<file path="config.mk">
export PLATFORM = sky130hd
export DESIGN_NAME = trail_iir_multi
export DESIGN_NICKNAME = d
export VERILOG_FILES = /design/src/rtl/trail_pkg.sv /design/src/rtl/trail_iir_lane.sv /design/src/rtl/trail_iir_multi.sv
export SDC_FILE = /design/constraint.sdc
export NUM_CORES = 1
export LEC_CHECK = 0
export CORE_AREA = 2 2 204 206
export CTS_BUF_LIST = sky130_fd_sc_hd__clkbuf_16
export DETAILED_ROUTE_END_ITERATION = 6
export DIE_AREA = 0 0 206 208
export MAX_ROUTING_LAYER = met4
export PLACE_DENSITY = 0.49
export SYNTH_ARGS = -nofsm -noshare
export SYNTH_HDL_FRONTEND = slang
export SYNTH_SLANG_ARGS = --single-unit
export TNS_END_PERCENT = 30
</file>
<file path="constraint.sdc">
create_clock -name clk_in -period 4.92 [get_ports clk_in]
set_clock_uncertainty 0.15 [all_clocks]
set_input_delay 0.984 -clock clk_in [delete_from_list [all_inputs] [get_ports clk_in]]
set_output_delay 0.984 -clock clk_in [all_outputs]
set_load 0.005 [all_outputs]
</file>
<file path="src/rtl/trail_pkg.sv">
// Shared types and helpers for the glow-trail IIR blender.
//   TRAIL_NCH / TRAIL_CW / TRAIL_AW : default channel count, channel width, alpha fraction bits
//   TRAIL_ALPHA_RESET               : default alpha after reset
//   pixel_t / alpha_t               : default-sized pixel and alpha types
//   clamp_alpha()                   : saturate a requested alpha to 2^aw
package trail_pkg;

    localparam int unsigned TRAIL_NCH         = 3;
    localparam int unsigned TRAIL_CW          = 8;
    localparam int unsigned TRAIL_AW          = 4;
    localparam int unsigned TRAIL_ALPHA_RESET = 4;
    localparam int unsigned ALPHA_ONE         = 1 << TRAIL_AW;

    typedef logic [TRAIL_NCH-1:0][TRAIL_CW-1:0] pixel_t;
    typedef logic [TRAIL_AW:0]                  alpha_t;

    // Width-generic so instances with non-default AW can share it.
    function automatic logic [31:0] clamp_alpha(input logic [31:0] alpha, input int unsigned aw);
        logic [31:0] one;
        one = 32'd1 << aw;
        return (alpha > one) ? one : alpha;
    endfunction

endpackage

</file>
<file path="src/rtl/trail_iir_lane.sv">
// One channel of the trail blend, pipeline stages 2 and 3.
//   clk_i, rst_ni : clock, async active-low reset
//   en_i          : global pipeline advance; all registers hold when low
//   alpha_i       : stage-1 effective blend factor (0..2^AW)
//   hist_i, cam_i : stage-1 history and camera channel values
//   result_o      : stage-3 blended channel value
// Build option TRAIL_MAX_HOLD_EN: result is max(blend, camera) so new bright light shows at once.
module trail_iir_lane #(
    parameter int unsigned CW = 8,
    parameter int unsigned AW = 4
) (
    input  logic          clk_i,
    input  logic          rst_ni,
    input  logic          en_i,
    input  logic [AW:0]   alpha_i,
    input  logic [CW-1:0] hist_i,
    input  logic [CW-1:0] cam_i,
    output logic [CW-1:0] result_o
);

    localparam int unsigned PW       = CW + AW + 1;
    localparam int unsigned AlphaOne = 1 << AW;

    logic [AW:0]   beta;
    logic [PW-1:0] pc_d, ph_d, pc_q, ph_q, sum;
    logic [CW-1:0] blend, result_d, result_q;
    logic          unused_sum;

    always_comb begin
        beta  = (AW+1)'(AlphaOne) - alpha_i;
        pc_d  = PW'(alpha_i) * PW'(cam_i);
        ph_d  = PW'(beta) * PW'(hist_i);
        sum   = pc_q + ph_q + PW'(AlphaOne >> 1);
        // Sum never exceeds 2^(CW+AW)-1, so the top bit is always zero.
        blend = sum[CW+AW-1:AW];
    end

    assign unused_sum = ^{sum[PW-1], sum[AW-1:0]};

`ifdef TRAIL_MAX_HOLD_EN
    logic [CW-1:0] cam_q;

    always_ff @(posedge clk_i or negedge rst_ni) begin
        if (!rst_ni) begin
            cam_q <= '0;
        end else if (en_i) begin
            cam_q <= cam_i;
        end
    end

    assign result_d = (blend > cam_q) ? blend : cam_q;
`else
    assign result_d = blend;
`endif

    always_ff @(posedge clk_i or negedge rst_ni) begin
        if (!rst_ni) begin
            pc_q     <= '0;
            ph_q     <= '0;
            result_q <= '0;
        end else if (en_i) begin
            pc_q     <= pc_d;
            ph_q     <= ph_d;
            result_q <= result_d;
        end
    end

    assign result_o = result_q;

endmodule

</file>
<file path="src/rtl/trail_iir_multi.sv">
// Multi-channel glow-trail IIR blender, 3-stage pipeline with valid/ready backpressure:
//   update = (a*camera + (2^AW - a)*history + 2^(AW-1)) >> AW per channel.
// Ports:
//   clk_in, rst_n_in      : clock, async active-low reset
//   valid_in / ready_out  : input handshake (ready_out is combinational from ready_in)
//   sof_in, alpha_in      : start of frame; alpha sampled only on an accepted sof
//   history_in, camera_in : trail and live pixels, channel 0 in the low CW bits
//   update_out, sof_out   : blended pixel and its delayed sof
//   valid_out / ready_in  : output handshake
// Build option TRAIL_MAX_HOLD_EN: output per channel is max(blend, camera).
module trail_iir_multi
    import trail_pkg::*;
#(
    parameter int unsigned NCH         = TRAIL_NCH,
    parameter int unsigned CW          = TRAIL_CW,
    parameter int unsigned AW          = TRAIL_AW,
    parameter int unsigned ALPHA_RESET = TRAIL_ALPHA_RESET
) (
    input  logic              clk_in,
    input  logic              rst_n_in,
    input  logic              valid_in,
    output logic              ready_out,
    input  logic              sof_in,
    input  logic [AW:0]       alpha_in,
    input  logic [NCH*CW-1:0] history_in,
    input  logic [NCH*CW-1:0] camera_in,
    output logic [NCH*CW-1:0] update_out,
    output logic              sof_out,
    output logic              valid_out,
    input  logic              ready_in
);

    localparam int unsigned PW = NCH * CW;

    logic          en, accept;
    logic [AW:0]   alpha_q, alpha_eff, alpha1_q;
    logic [PW-1:0] hist1_q, cam1_q;
    logic          valid1_q, sof1_q, valid2_q, sof2_q;

    always_comb begin
        // The whole pipeline moves together; it only stalls when the output is held.
        en        = !valid_out || ready_in;
        ready_out = en;
        accept    = valid_in && en;
        alpha_eff = alpha_q;
        if (accept && sof_in) begin
            alpha_eff = (AW+1)'(clamp_alpha(32'(alpha_in), AW));
        end
    end

    always_ff @(posedge clk_in or negedge rst_n_in) begin
        if (!rst_n_in) begin
            alpha_q   <= (AW+1)'(ALPHA_RESET);
            alpha1_q  <= '0;
            hist1_q   <= '0;
            cam1_q    <= '0;
            valid1_q  <= 1'b0;
            sof1_q    <= 1'b0;
            valid2_q  <= 1'b0;
            sof2_q    <= 1'b0;
            valid_out <= 1'b0;
            sof_out   <= 1'b0;
        end else begin
            alpha_q <= alpha_eff;
            if (en) begin
                alpha1_q  <= alpha_eff;
                hist1_q   <= history_in;
                cam1_q    <= camera_in;
                valid1_q  <= accept;
                sof1_q    <= accept && sof_in;
                valid2_q  <= valid1_q;
                sof2_q    <= sof1_q;
                valid_out <= valid2_q;
                sof_out   <= sof2_q;
            end
        end
    end

    for (genvar ch = 0; ch < NCH; ch++) begin : g_lane
        trail_iir_lane #(
            .CW (CW),
            .AW (AW)
        ) u_lane (
            .clk_i    (clk_in),
            .rst_ni   (rst_n_in),
            .en_i     (en),
            .alpha_i  (alpha1_q),
            .hist_i   (hist1_q[ch*CW +: CW]),
            .cam_i    (cam1_q[ch*CW +: CW]),
            .result_o (update_out[ch*CW +: CW])
        );
    end

endmodule

</file>
==> flow_metrics.py <==
metrics = {
    "critical_path": {
        "cp-start-kind": "register",
        "worstPathArrival_ns": 4.79,
        "maximum_fanout_count_along_the_critical_path": 16,
        "timing.critical_path.slowest_cell_delay_ns": 0.51,
        "critical_path_buf_inv_count": 3,
        "critical_path_cell_sequence": "inv_1, ha_1, nor3b_4, xor2_2, buf_4, nand2_1, fa_1, fa_1, fa_1, inv_1, ha_1, a21o_1, a21oi_1, o21bai_1, a31oi_1, or4b_1, nand3_1",
        "critical-path-slowest-cell": "sky130_fd_sc_hd__fa_1",
        "cpLargestDelayFamily": "adder cells",
        "critical_path.most_common_cell": "sky130_fd_sc_hd__fa_1",
        "worstSetupPathType": "reg -> reg",
        "worstPathRequired_ns": 5.17,
        "crit_path_capture_type": "register",
        "reg2reg_setup_slack_ns": 0.38,
    },
    "layout": {
        "fillers": 4157,
        "finish.net_count": 2000,
        "final_layout_size_suffix_gt1_share_pct": 4.12,
        "mostFrequentLayoutCells": "348 x sky130_fd_sc_hd__nand2_1, 178 x sky130_fd_sc_hd__ha_1, 170 x sky130_fd_sc_hd__inv_1",
        "flow.area_growth_from_synthesis_pct": 14.3,
        "final_design_area_no_fill_sq_um": 16200,
        "diodes": 0,
        "instances_no_fill": 2207,
        "layout_commonest_cell": "sky130_fd_sc_hd__nand2_1",
    },
    "clock_network": {
        "clock_tree.buffer_depth": 2,
        "ctsHoldBuffers": 0,
        "tritoncts": "yes",
        "cts_buffers": 17,
        "cts_max_level": 4,
        "cts.repair_timing.setup_buffer_count": 0,
        "reg_clk_slew_reported_paths_ns": 0.07,
        "clock_sinks": 160,
        "insertion_delay_ns": 0.47,
        "cts.root.buffer_cell": "sky130_fd_sc_hd__clkbuf_16",
        "cts_resizes": 0,
    },
    "grt": {
        "grt_max_degree": 148,
        "gr-usage-all-layers_pct": 17.0,
        "overflow_left_after_global_routing": 0,
        "grt_pass1_vias": 10900,
        "grt_pass1_wl_um": 56100,
        "grt_antenna_before_repair": 1,
    },
    "synth": {
        "synth_flop_cell": "sky130_fd_sc_hd__dfrtp_1",
        "synthesis.yosys.warnings": 0,
        "postSynth.asyncResetShare_pct": 100,
        "synth.lib_cells_used.distinct": 45,
        "synth.cell_area_sq_um": 14100,
        "synth_enable_flop_cells": 0,
        "synth_sequential_area_ratio_pct": 28.3,
        "synthesis.nets": 1938,
        "total_of_flip_flops_plus_latches_after_synthesis": 160,
        "avgSynthCellArea_sq_um": 8.83,
        "synthCells": 1600,
    },
    "routing": {
        "routedWlPerCell_um": 15.0,
        "detailedRoute.firstIterationViolations": 382,
        "post_drt_via_cell_ratio": 4.74,
        "route.antenna.remaining_nets": 0,
        "route.vias.total": 10500,
        "drt-total-wl_um": 33000,
        "dr.pass1.iters": 4,
        "detail_route.drc_violations": 0,
    },
    "timing": {
        "finalWorstPathRequiredPeriod_ns": 4.54,
        "fin_tns_setup_ns": 0,
        "post-route-period-util_pct": 92.3,
        "report.final.hold_viol_count": 0,
        "final_max_slew_viol_count": 0,
        "finalSetupViolCount": 0,
        "tightestPinTransition_ns": 0.889,
        "fmaxAchievable_ghz": 0.220,
        "rsz0062_at_grt": "false",
        "timing.max_slew.rel_slack_pct": 40.7,
    },
    "place": {
        "place_congestion": 0.788,
        "placement.cell_area_sq_um": 15600,
        "port_buffers": 84,
        "post-place-cells": 2175,
        "dp_hpwl_um": 25200,
    },
    "floorplanning": {
        "die_h_um": 208,
        "top_level_ports": 85,
        "starting_density_of_the_core_pct": 34.8,
        "die_w_um": 206,
        "floorplan.die_area_sq_um": 42800,
        "rows": 74,
        "core_region_area_sq_um": 40600,
    },
    "hold_path": {
        "hold_path_class": "reg -> reg",
    },
    "flow_run": {
        "drv.max_cap_violation_count": 0,
    },
    "outcome": {
        "outcome": "finished, final reports clean",
    },
}
-- cells by family after synthesis --
logic type	share of synthesized area [%]
simple gates	20.0
fa+ha+maj	30.2
buf+inv	6.28
compound gates	9.67
flops	28.3
xor+xnor	5.07
mux	0.398
-- layout make-up --
type                    count  area (sq um)  area share [%]
well taps                 532           666            4.12
inverters                 171           647            4.00
clock inverters            15           159           0.984
repair buffers            102          1000            6.20
clock buffers              17           425            2.63
flip-flops and latches    160          4010            24.8
multi-input cells        1210          9250            57.3
-- worst paths after layout --
path	end	start	cells past startpoint
min in group asynchronous	g_lane[1].u_lane.ph_q[8]$_DFFE_PN0N_	rst_n_in	1
setup reg to reg	g_lane[1].u_lane.ph_q[10]$_DFFE_PN0N_	alpha1_q[1]$_DFFE_PN0N_	17
hold reg to reg	valid2_q$_DFFE_PN0N_	valid2_q$_DFFE_PN0N_	2
setup / recovery	g_lane[1].u_lane.ph_q[10]$_DFFE_PN0N_	alpha1_q[1]$_DFFE_PN0N_	17
max in group asynchronous	alpha_q[2]$_DFF_PN1_	rst_n_in	2
hold / removal	valid2_q$_DFFE_PN0N_	valid2_q$_DFFE_PN0N_	2
-- state kept, by name (all words and copies together) (netlist names) --
register	flops
alpha1_q	5
sof_out	1
sof1_q	1
valid1_q	1
valid2_q	1
hist1_q	24
g_lane.u_lane.pc_q	36
cam1_q	24
g_lane.u_lane.ph_q	36
valid_out	1
alpha_q	5
g_lane.u_lane.result_o	24
sof2_q	1
-- per-layer routing --
metal / vias to the layer above / part of all wire, % / global-route usage [%]
met5: - / 0 / -
met4: 0 / 1.5 / 4.68
met3: 25 / 2.2 / 2.38
met2: 100 / 48 / 27.5
met1: 5055 / 48 / 22.3
li1: 5284 / - / -
-- metrics by stage --
stage / hold WS, ns / setup WS [ns] / utilization (%)
after global routing: 0.349 / 0.0227 / 39.8
after CTS: 0.318 / 0.347 / 39.8
after global placement: 0.296 / 0.437 / 38.4
after detailed placement: 0.296 / 0.359 / 38.4
after floorplan: 0.280 / 0.182 / -
final: 0.313 / 0.379 / 39.8
-- worst register-to-register path: stages, from the launching register on --
cell and delay (ns):
sky130_fd_sc_hd__dfrtp_1 0.40, sky130_fd_sc_hd__inv_1 0.08, sky130_fd_sc_hd__ha_1 0.18, sky130_fd_sc_hd__nor3b_4 0.22, sky130_fd_sc_hd__xor2_2 0.22, sky130_fd_sc_hd__buf_4 0.24, sky130_fd_sc_hd__nand2_1 0.09, sky130_fd_sc_hd__fa_1 0.51
sky130_fd_sc_hd__fa_1 0.42, sky130_fd_sc_hd__fa_1 0.49, sky130_fd_sc_hd__inv_1 0.04, sky130_fd_sc_hd__ha_1 0.34, sky130_fd_sc_hd__a21o_1 0.14, sky130_fd_sc_hd__a21oi_1 0.09, sky130_fd_sc_hd__o21bai_1 0.17, sky130_fd_sc_hd__a31oi_1 0.12
sky130_fd_sc_hd__or4b_1 0.49, sky130_fd_sc_hd__nand3_1 0.08
-- cells in the mapped netlist (12+ instances only) --
library cell / number / area, sq um
sky130_fd_sc_hd__nand2_1: 348 / 1310
sky130_fd_sc_hd__and2_1: 131 / 820
sky130_fd_sc_hd__ha_1: 178 / 2230
sky130_fd_sc_hd__a31oi_1: 18 / 113
sky130_fd_sc_hd__inv_1: 170 / 638
sky130_fd_sc_hd__o21ai_0: 58 / 290
sky130_fd_sc_hd__dfrtp_1: 159 / 3980
sky130_fd_sc_hd__xor2_1: 39 / 342
sky130_fd_sc_hd__nor2_1: 80 / 300
sky130_fd_sc_hd__a211oi_1: 15 / 113
sky130_fd_sc_hd__nand3_1: 12 / 60.1
sky130_fd_sc_hd__a21oi_1: 66 / 330
sky130_fd_sc_hd__nor3_1: 13 / 65.1
sky130_fd_sc_hd__fa_1: 102 / 2040
sky130_fd_sc_hd__xnor2_1: 41 / 359
sky130_fd_sc_hd__a21o_1: 30 / 225
sky130_fd_sc_hd__clkbuf_1: 42 / 158
Power is left out: the tool's default activity adds up to more than one toggle a clock period on the data nets, which glitch-free logic cannot reach.
